===== config.mk =====
export PLATFORM = sky130hd
export DESIGN_NAME = max11046_serial_rx_flat
export DESIGN_NICKNAME = d
export VERILOG_FILES = /design/src/rtl/max11046_serial_rx_if.sv /design/src/rtl/max11046_serial_rx.sv /design/src/flat_wrapper.sv
export SDC_FILE = /design/constraint.sdc
export NUM_CORES = 1
export LEC_CHECK = 0
export BUFFER_PORTS_ARGS = -buffer_cell sky130_fd_sc_hd__buf_4
export CAP_MARGIN = 10
export CORE_UTILIZATION = 55
export CTS_CLUSTER_SIZE = 25
export DETAILED_ROUTE_END_ITERATION = 7
export PLACE_DENSITY_LB_ADDON = 0.1
export SLEW_MARGIN = 25
export SYNTH_ARGS = -nofsm -noshare
export SYNTH_HDL_FRONTEND = slang
export SYNTH_SLANG_ARGS = --single-unit

===== constraint.sdc =====
create_clock -name Clock -period 4.65 [get_ports Clock]
set_input_delay 0.93 -clock Clock [delete_from_list [all_inputs] [get_ports Clock]]
set_output_delay 0.93 -clock Clock [all_outputs]
set_load 0.01 [all_outputs]

===== src/rtl/max11046_serial_rx_if.sv =====
// rtl/max11046_serial_rx_if.sv - MAX11046 serial receiver link/handshake signal bundle
// Optional counter signals exist only when MAX11046_RX_ERRCNT_EN is defined.
interface max11046_serial_rx_if #(
    parameter int WIDTH = 16
);
    logic             ClockEn;
    logic             endof_con;
    logic             Sin;
    logic             Dready;
    logic [WIDTH-1:0] Dout;
    logic             Dvalid;
    logic             Busy;
    logic             FrameErr;
    logic             Overrun;
`ifdef MAX11046_RX_ERRCNT_EN
    logic [7:0]       FrameErrCnt;
    logic [7:0]       OverrunCnt;
`endif

    modport master (
        output ClockEn, endof_con, Sin, Dready,
        input  Dout, Dvalid, Busy, FrameErr, Overrun
`ifdef MAX11046_RX_ERRCNT_EN
        , input FrameErrCnt, OverrunCnt
`endif
    );

    modport slave (
        input  ClockEn, endof_con, Sin, Dready,
        output Dout, Dvalid, Busy, FrameErr, Overrun
`ifdef MAX11046_RX_ERRCNT_EN
        , output FrameErrCnt, OverrunCnt
`endif
    );
endinterface


===== src/rtl/max11046_serial_rx.sv =====
// rtl/max11046_serial_rx.sv - LSB-first serial-to-parallel receiver with one-word output register
// Optional saturating event counters are built when MAX11046_RX_ERRCNT_EN is defined.
module max11046_serial_rx #(
    parameter int WIDTH = 16,
    parameter int CNT_W = 5
) (
    input  logic                    Clock,
    input  logic                    Reset,
    max11046_serial_rx_if.slave     bus
);
    typedef enum logic [1:0] {
        S_IDLE  = 2'd0,
        S_SHIFT = 2'd1,
        S_HOLD  = 2'd2
    } state_t;

    localparam logic [CNT_W-1:0] LP_LAST = CNT_W'(WIDTH - 1);
    localparam logic [CNT_W-1:0] LP_FULL = CNT_W'(WIDTH);

    state_t           r_state;
    state_t           w_state_nxt;
    logic [WIDTH-1:0] r_shreg;
    logic [CNT_W-1:0] r_bitcnt;
    logic [WIDTH-1:0] r_dout;
    logic             r_dvalid;
    logic             r_frame_err;
    logic             r_overrun;
    logic             w_sample;
    logic             w_commit;
    logic             w_ferr;
    logic             w_consume;
    logic             w_ovr_evt;
    logic [WIDTH-1:0] w_shift_val;

    assign w_shift_val = {bus.Sin, r_shreg[WIDTH-1:1]};
    assign w_consume   = r_dvalid & bus.Dready;
    // A word landing on an unconsumed one is an overrun; a same-edge consume makes room.
    assign w_ovr_evt   = w_commit & r_dvalid & ~bus.Dready;

    // State register
    always_ff @(posedge Clock or posedge Reset) begin
        if (Reset) begin
            r_state <= S_IDLE;
        end else begin
            r_state <= w_state_nxt;
        end
    end

    // Next state and per-cycle control strobes
    always_comb begin
        w_state_nxt = r_state;
        w_sample    = 1'b0;
        w_commit    = 1'b0;
        w_ferr      = 1'b0;
        case (r_state)
            S_IDLE: begin
                if (bus.endof_con) begin
                    w_state_nxt = S_SHIFT;
                    w_sample    = bus.ClockEn;
                end
            end
            S_SHIFT: begin
                if (!bus.endof_con) begin
                    w_ferr      = 1'b1;
                    w_state_nxt = S_IDLE;
                end else if (bus.ClockEn) begin
                    w_sample = 1'b1;
                    if (r_bitcnt == LP_LAST) begin
                        w_commit    = 1'b1;
                        w_state_nxt = S_HOLD;
                    end
                end
            end
            S_HOLD: begin
                if (!bus.endof_con) begin
                    w_state_nxt = S_IDLE;
                end
            end
            default: begin
                w_state_nxt = S_IDLE;
            end
        endcase
    end

    // Shift register and bit counter; counter restarts on frame entry and saturates at WIDTH
    always_ff @(posedge Clock or posedge Reset) begin
        if (Reset) begin
            r_shreg  <= '0;
            r_bitcnt <= '0;
        end else begin
            if (w_sample) begin
                r_shreg <= w_shift_val;
            end
            if (r_state == S_IDLE) begin
                r_bitcnt <= {{(CNT_W-1){1'b0}}, w_sample};
            end else if (w_sample && r_bitcnt != LP_FULL) begin
                r_bitcnt <= r_bitcnt + 1'b1;
            end
        end
    end

    // Output word register, valid/ready handshake, error pulse and sticky overrun
    always_ff @(posedge Clock or posedge Reset) begin
        if (Reset) begin
            r_dout      <= '0;
            r_dvalid    <= 1'b0;
            r_frame_err <= 1'b0;
            r_overrun   <= 1'b0;
        end else begin
            r_frame_err <= w_ferr;
            if (w_commit) begin
                r_dout   <= w_shift_val;
                r_dvalid <= 1'b1;
            end else if (w_consume) begin
                r_dvalid <= 1'b0;
            end
            if (w_ovr_evt) begin
                r_overrun <= 1'b1;
            end
        end
    end

    assign bus.Dout     = r_dout;
    assign bus.Dvalid   = r_dvalid;
    assign bus.Busy     = (r_state != S_IDLE);
    assign bus.FrameErr = r_frame_err;
    assign bus.Overrun  = r_overrun;

`ifdef MAX11046_RX_ERRCNT_EN
    logic [7:0] r_frame_err_cnt;
    logic [7:0] r_overrun_cnt;

    // Saturating event counters for frame errors and overruns
    always_ff @(posedge Clock or posedge Reset) begin
        if (Reset) begin
            r_frame_err_cnt <= '0;
            r_overrun_cnt   <= '0;
        end else begin
            if (w_ferr && r_frame_err_cnt != 8'hFF) begin
                r_frame_err_cnt <= r_frame_err_cnt + 8'd1;
            end
            if (w_ovr_evt && r_overrun_cnt != 8'hFF) begin
                r_overrun_cnt <= r_overrun_cnt + 8'd1;
            end
        end
    end

    assign bus.FrameErrCnt = r_frame_err_cnt;
    assign bus.OverrunCnt  = r_overrun_cnt;
`endif

endmodule


===== src/flat_wrapper.sv =====
// flat-port wrapper written by rule: the top's interface ports become plain ports
module max11046_serial_rx_flat 
#(
    parameter int WIDTH = 16,
    parameter int CNT_W = 5
)
  (Clock, Reset, bus_ClockEn, bus_endof_con, bus_Sin, bus_Dready, bus_Dout, bus_Dvalid, bus_Busy, bus_FrameErr, bus_Overrun);
  max11046_serial_rx_if #(.WIDTH(WIDTH)) bus_i ();
  input  logic Clock;
  input  logic Reset;
  input wire logic [$bits(bus_i.ClockEn)-1:0] bus_ClockEn;
  input wire logic [$bits(bus_i.endof_con)-1:0] bus_endof_con;
  input wire logic [$bits(bus_i.Sin)-1:0] bus_Sin;
  input wire logic [$bits(bus_i.Dready)-1:0] bus_Dready;
  output wire logic [$bits(bus_i.Dout)-1:0] bus_Dout;
  output wire logic [$bits(bus_i.Dvalid)-1:0] bus_Dvalid;
  output wire logic [$bits(bus_i.Busy)-1:0] bus_Busy;
  output wire logic [$bits(bus_i.FrameErr)-1:0] bus_FrameErr;
  output wire logic [$bits(bus_i.Overrun)-1:0] bus_Overrun;
  assign bus_i.ClockEn = bus_ClockEn;
  assign bus_i.endof_con = bus_endof_con;
  assign bus_i.Sin = bus_Sin;
  assign bus_i.Dready = bus_Dready;
  assign bus_Dout = bus_i.Dout;
  assign bus_Dvalid = bus_i.Dvalid;
  assign bus_Busy = bus_i.Busy;
  assign bus_FrameErr = bus_i.FrameErr;
  assign bus_Overrun = bus_i.Overrun;
  max11046_serial_rx #(.WIDTH(WIDTH), .CNT_W(CNT_W)) u_core (.Clock(Clock), .Reset(Reset), .bus(bus_i));
endmodule

Word level (Yosys, flattened, before mapping)
Index checks and enable logic that the tools add are counted.
{ "word_totals": {"reg_bits": 42, "in_bits": 6, "output_inout_bits": 20, "elab_cells": 46} }
{ "op_classes": {"n_addsub": 1, "eq_ne": 8, "n_mux": 20, "n_bitwise": 4, "reduce_logical": 6} }
{ "op_table": {"columns": ["cell", "count"], "rows": [
  ["1-bit 2-to-1 mux", 11],
  ["2-bit 2-to-1 mux", 5],
  ["5-bit 2-to-1 mux", 2],
  ["2-bit case mux with 3 select lines", 1],
  ["2-bit nonzero test", 3],
  ["5-bit by 1-bit adder with 5-bit output, second input constant", 1],
  ["5-bit by 4-bit equality test with 1-bit output, second input constant", 1],
  ["5-bit inequality test, second input constant", 1],
  ["2-bit inequality test, second input constant", 2],
  ["4-bit AND reduction", 1],
  ["1-bit AND", 3],
  ["3-bit by 2-bit inequality test with 1-bit output, second input constant", 1],
  ["3-bit inequality test, second input constant", 1],
  ["2-bit by 1-bit equality test with 1-bit output, second input constant", 1],
  ["2-bit equality test, second input constant", 1],
  ["2-bit zero test", 1],
  ["1-bit case mux with 2 select lines", 1],
  ["1-bit logical AND", 1],
  ["1-bit inverter", 1]
]} }

Longest topological paths before layout
{ "logic_depth": {"ltp_word": 7, "ltp_mapped": 7, "mapped_depth_nobuf": 6} }

Worst setup path after synthesis
Ideal clock, no wire load.
{ "synth_timing": {"path_type": "in2reg", "start": "in bus_ClockEn", "end": "reg u_core.r_dout[0], in the netlist u_core.bus.Dout[0]", "setup_ns": 0.125, "t_arrival_ns": 1.703, "required_time_ns": 4.525, "slack_ns": 2.822, "stages": 4, "path_buffers": 1, "path_cell_list": "nand3_2 -> nor2_8 -> buf_12 -> mux2_4"} }
{ "synth_via": {"elab_chain_cells": 3} }
{ "synth_rtl": {"columns": ["item", "line", "rtl"], "rows": [
  ["from (decl)", "flat_wrapper.sv:11", "input wire logic [$bits(bus_i.ClockEn)-1:0] bus_ClockEn;"],
  ["1-bit 2-to-1 mux", "max11046_serial_rx.sv:66", "end else if (bus.ClockEn) begin"],
  ["1-bit 2-to-1 mux", "max11046_serial_rx.sv:63", "if (!bus.endof_con) begin"],
  ["1-bit 2-to-1 mux", "max11046_serial_rx.sv:55", "case (r_state)"],
  ["to (signal assigned)", "max11046_serial_rx.sv:112", "r_dout <= w_shift_val;"],
  ["to (decl)", "max11046_serial_rx.sv:24", "logic [WIDTH-1:0] r_dout;"]
]} }
Every way passes these cells.
A chain may end at the register's enable or synchronous reset.

Worst setup path after layout
{ "layout_timing": {"start": "reg u_core.r_state[0]", "end": "out bus_Busy"} }
{ "layout_via": {"elab_chain_cells": 1} }
{ "layout_rtl": {"columns": ["item", "line", "rtl"], "rows": [
  ["from (decl)", "max11046_serial_rx.sv:20", "state_t r_state;"],
  ["from (signal assigned)", "max11046_serial_rx.sv:45", "r_state <= w_state_nxt;"],
  ["2-bit nonzero test", "max11046_serial_rx.sv:125", "assign bus.Busy = (r_state != S_IDLE);"],
  ["to (decl)", "flat_wrapper.sv:17", "output wire logic [$bits(bus_i.Busy)-1:0] bus_Busy;"]
]} }
Every way passes these cells.

==> reports/metrics.csv <==
metric,value,unit
cts_resized,0,
cp_max_fo,6,
clockRootBuffer,clkbuf_4,
clock_sinks,41,
seq_area_frac_synth,59.46,%
setup_ws,2.321,ns
dieWidth,58.01,µm
min_path_type,flop to flop,
antenna_found_initial,0,
cts_made_buffers,5,
overflow,0,
vias,1099,
io_buffers,25,
finalHoldViolCount,0,
drt_wl_total,2.694,mm
synth_top_area_share,59.46,%
grt_pass1_wl,4.685,mm
post-route-drc-count,1,
synth_area_leaders,"dfrtp_1 (59%), nand2_1 (11%), mux2_4 (7.0%)",
hpwl,1.823,mm
die-area,3365,µm²
antennaDiodeCount,0,
clk_latency,0.33,ns
num_rows,19,
violations,design-rule violations,
synth_edf_count,0,
ys_ff_latch,41,
track_usage,18.66,%
fin_skew,0.01074,ns
post-route-min-period,2.329,ns
fmax,0.4294,GHz
drive_gt1_share,32.37,%
drt_iter0_markers,23,
drt_pass1_iterations,7,
coreArea,2853,µm²
worstSetupPathType,flop to primary output,
syn_avg_cell_area,11.98,µm²
syn_inst,144,
path_clk_slew,0.11,ns
synthArstFlopShare,100.0,%
wl_per_cell,13.21,µm
status,finished with violations,
cap_violations,0,
grt_start_max_net_pins,42,
p_leak,0.001084,µW
io_pins,26,
ys_types,32,
synth_flop_cell,dfrtp_1,
critPathArrivalTime,1.40,ns
min_period_over_period,50.08,%
holdBufCountCts,0,
layout_common_cells,"nand2_1 (49), dfrtp_1 (41), buf_4 (26)",
crit_path_end_kind,primary output,
ys_warn_count,0,
power_density,321.4,nW/µm²
initial_core_util,60.48,%
dpl_worst_slack,2.542,ns
synthesis.nets,153,
tightest_slew,0.5867,ns
vdd_ir_drop_max,0.2416,mV
rsz0062_at_grt,no,
yosysTopAreaCell,dfrtp_1,
cts.path.max_buffers,2,
drtAntennaViolNets,0,
cts_tree,yes,
slew_headroom,60.88,%
nNetsFinal,182,
syn2layout_area_growth,14.87,%
syn_area,1725,µm²
htree_levels,2,
required,3.72,ns
grt_pass1_vias,1065,
cts_setup_buffers,0,
drv_slew,0,
setup_viol,0,
vias_per_cell,5.387,
gp_congestion,0.7110,
die_h,58.01,µm
final_common_cell,nand2_1,
tns,0,ns
startpoint_type,flop,
## cell usage after synthesis (all sizes together), types with 2 or more instances
cell type and n:
and3 2, mux2 16, nor2 3, nand3 2, nor3b 2, dfrtp 41
nand2 49, ha 3, inv 6, a21oi 2, buf 3
## report_power, final
group          total, µW  internal (µW)  switching, µW
logic               52.3           20.2           32.1
registers            407            384           22.9
clock network        178           70.9            107
## sequential cells by signal (all words and copies together) (netlist names)
| register | flops |
|---|---|
| u_core.bus.Dout | 16 |
| u_core.bus.Dvalid | 1 |
| u_core.bus.FrameErr | 1 |
| u_core.bus.Overrun | 1 |
| u_core.r_bitcnt | 5 |
| u_core.r_shreg | 15 |
| u_core.r_state | 2 |
## cell type report
type / count / area (µm²)
Clock inverter: 1 / 7.507
Tap cell: 31 / 38.79
Multi-Input combinational cell: 93 / 640.6
Inverter: 6 / 22.52
Sequential cell: 41 / 1026
Fill cell: 220 / 870.8
Clock buffer: 6 / 51.30
Timing Repair Buffer: 26 / 195.2
## worst paths after layout
kind / to / cells past startpoint / from / slack (ns)
worst max-delay path: bus_Busy / 3 / u_core.r_state[0]$_DFFE_PP0P_ / 2.32
worst min-delay path: u_core.bus.Overrun$_DFFE_PP0P_ / 1 / u_core.bus.Overrun$_DFFE_PP0P_ / 0.49
worst max register to register: u_core.bus.Dout[14]$_DFFE_PP0P_ / 6 / u_core.r_bitcnt[0]$_DFFE_PP0P_ / 2.69
worst min register to register: u_core.bus.Overrun$_DFFE_PP0P_ / 1 / u_core.bus.Overrun$_DFFE_PP0P_ / 0.49
max in group asynchronous: u_core.bus.Dout[6]$_DFFE_PP0P_ / 3 / Reset / 3.58
min in group asynchronous: u_core.r_bitcnt[3]$_DFFE_PP0P_ / 3 / Reset / 0.71
## worst max-delay path, cell delays in order (launching register included)
cell and delay (ns):
dfrtp_1 0.46, nor2_1 0.28, inv_1 0.16, buf_4 0.17
## through the flow
step           total power [µW]  cells  utilization [%]  area [µm²]  hold slack [ns]
2_1_floorplan             446.2    144                -        1725           0.4460
3_3_place_gp              462.3    197            67.41        1923           0.4526
3_5_place_dp              467.2    197            67.41        1923           0.4633
4_1_cts                   644.6    204            69.47        1982           0.4882
5_1_grt                   670.8    204            69.47        1982           0.5206
6_report                  637.0    204            69.47        1982           0.4854
## cells by family (layout without fill, tap and decap cells)
logic type	after synthesis	count (layout)	synth area share, %
AOI/OAI and AO/OA	9	9	3.771
muxes	17	17	12.76
adders and majority gates	3	3	2.176
DFF	41	41	59.46
buffers and inverters	10	39	3.408
and+or+nand+nor	64	64	18.42
## routing by layer
layer	vias to the layer above	GRT usage, %	wire length (µm)
met4	0	5.102	12
met2	22	32.68	1359
met5	-	0	0
met3	2	5.357	91
li1	531	-	-
met1	544	22.58	1230
No activity file was read; power rests on OpenSTA's default activity.
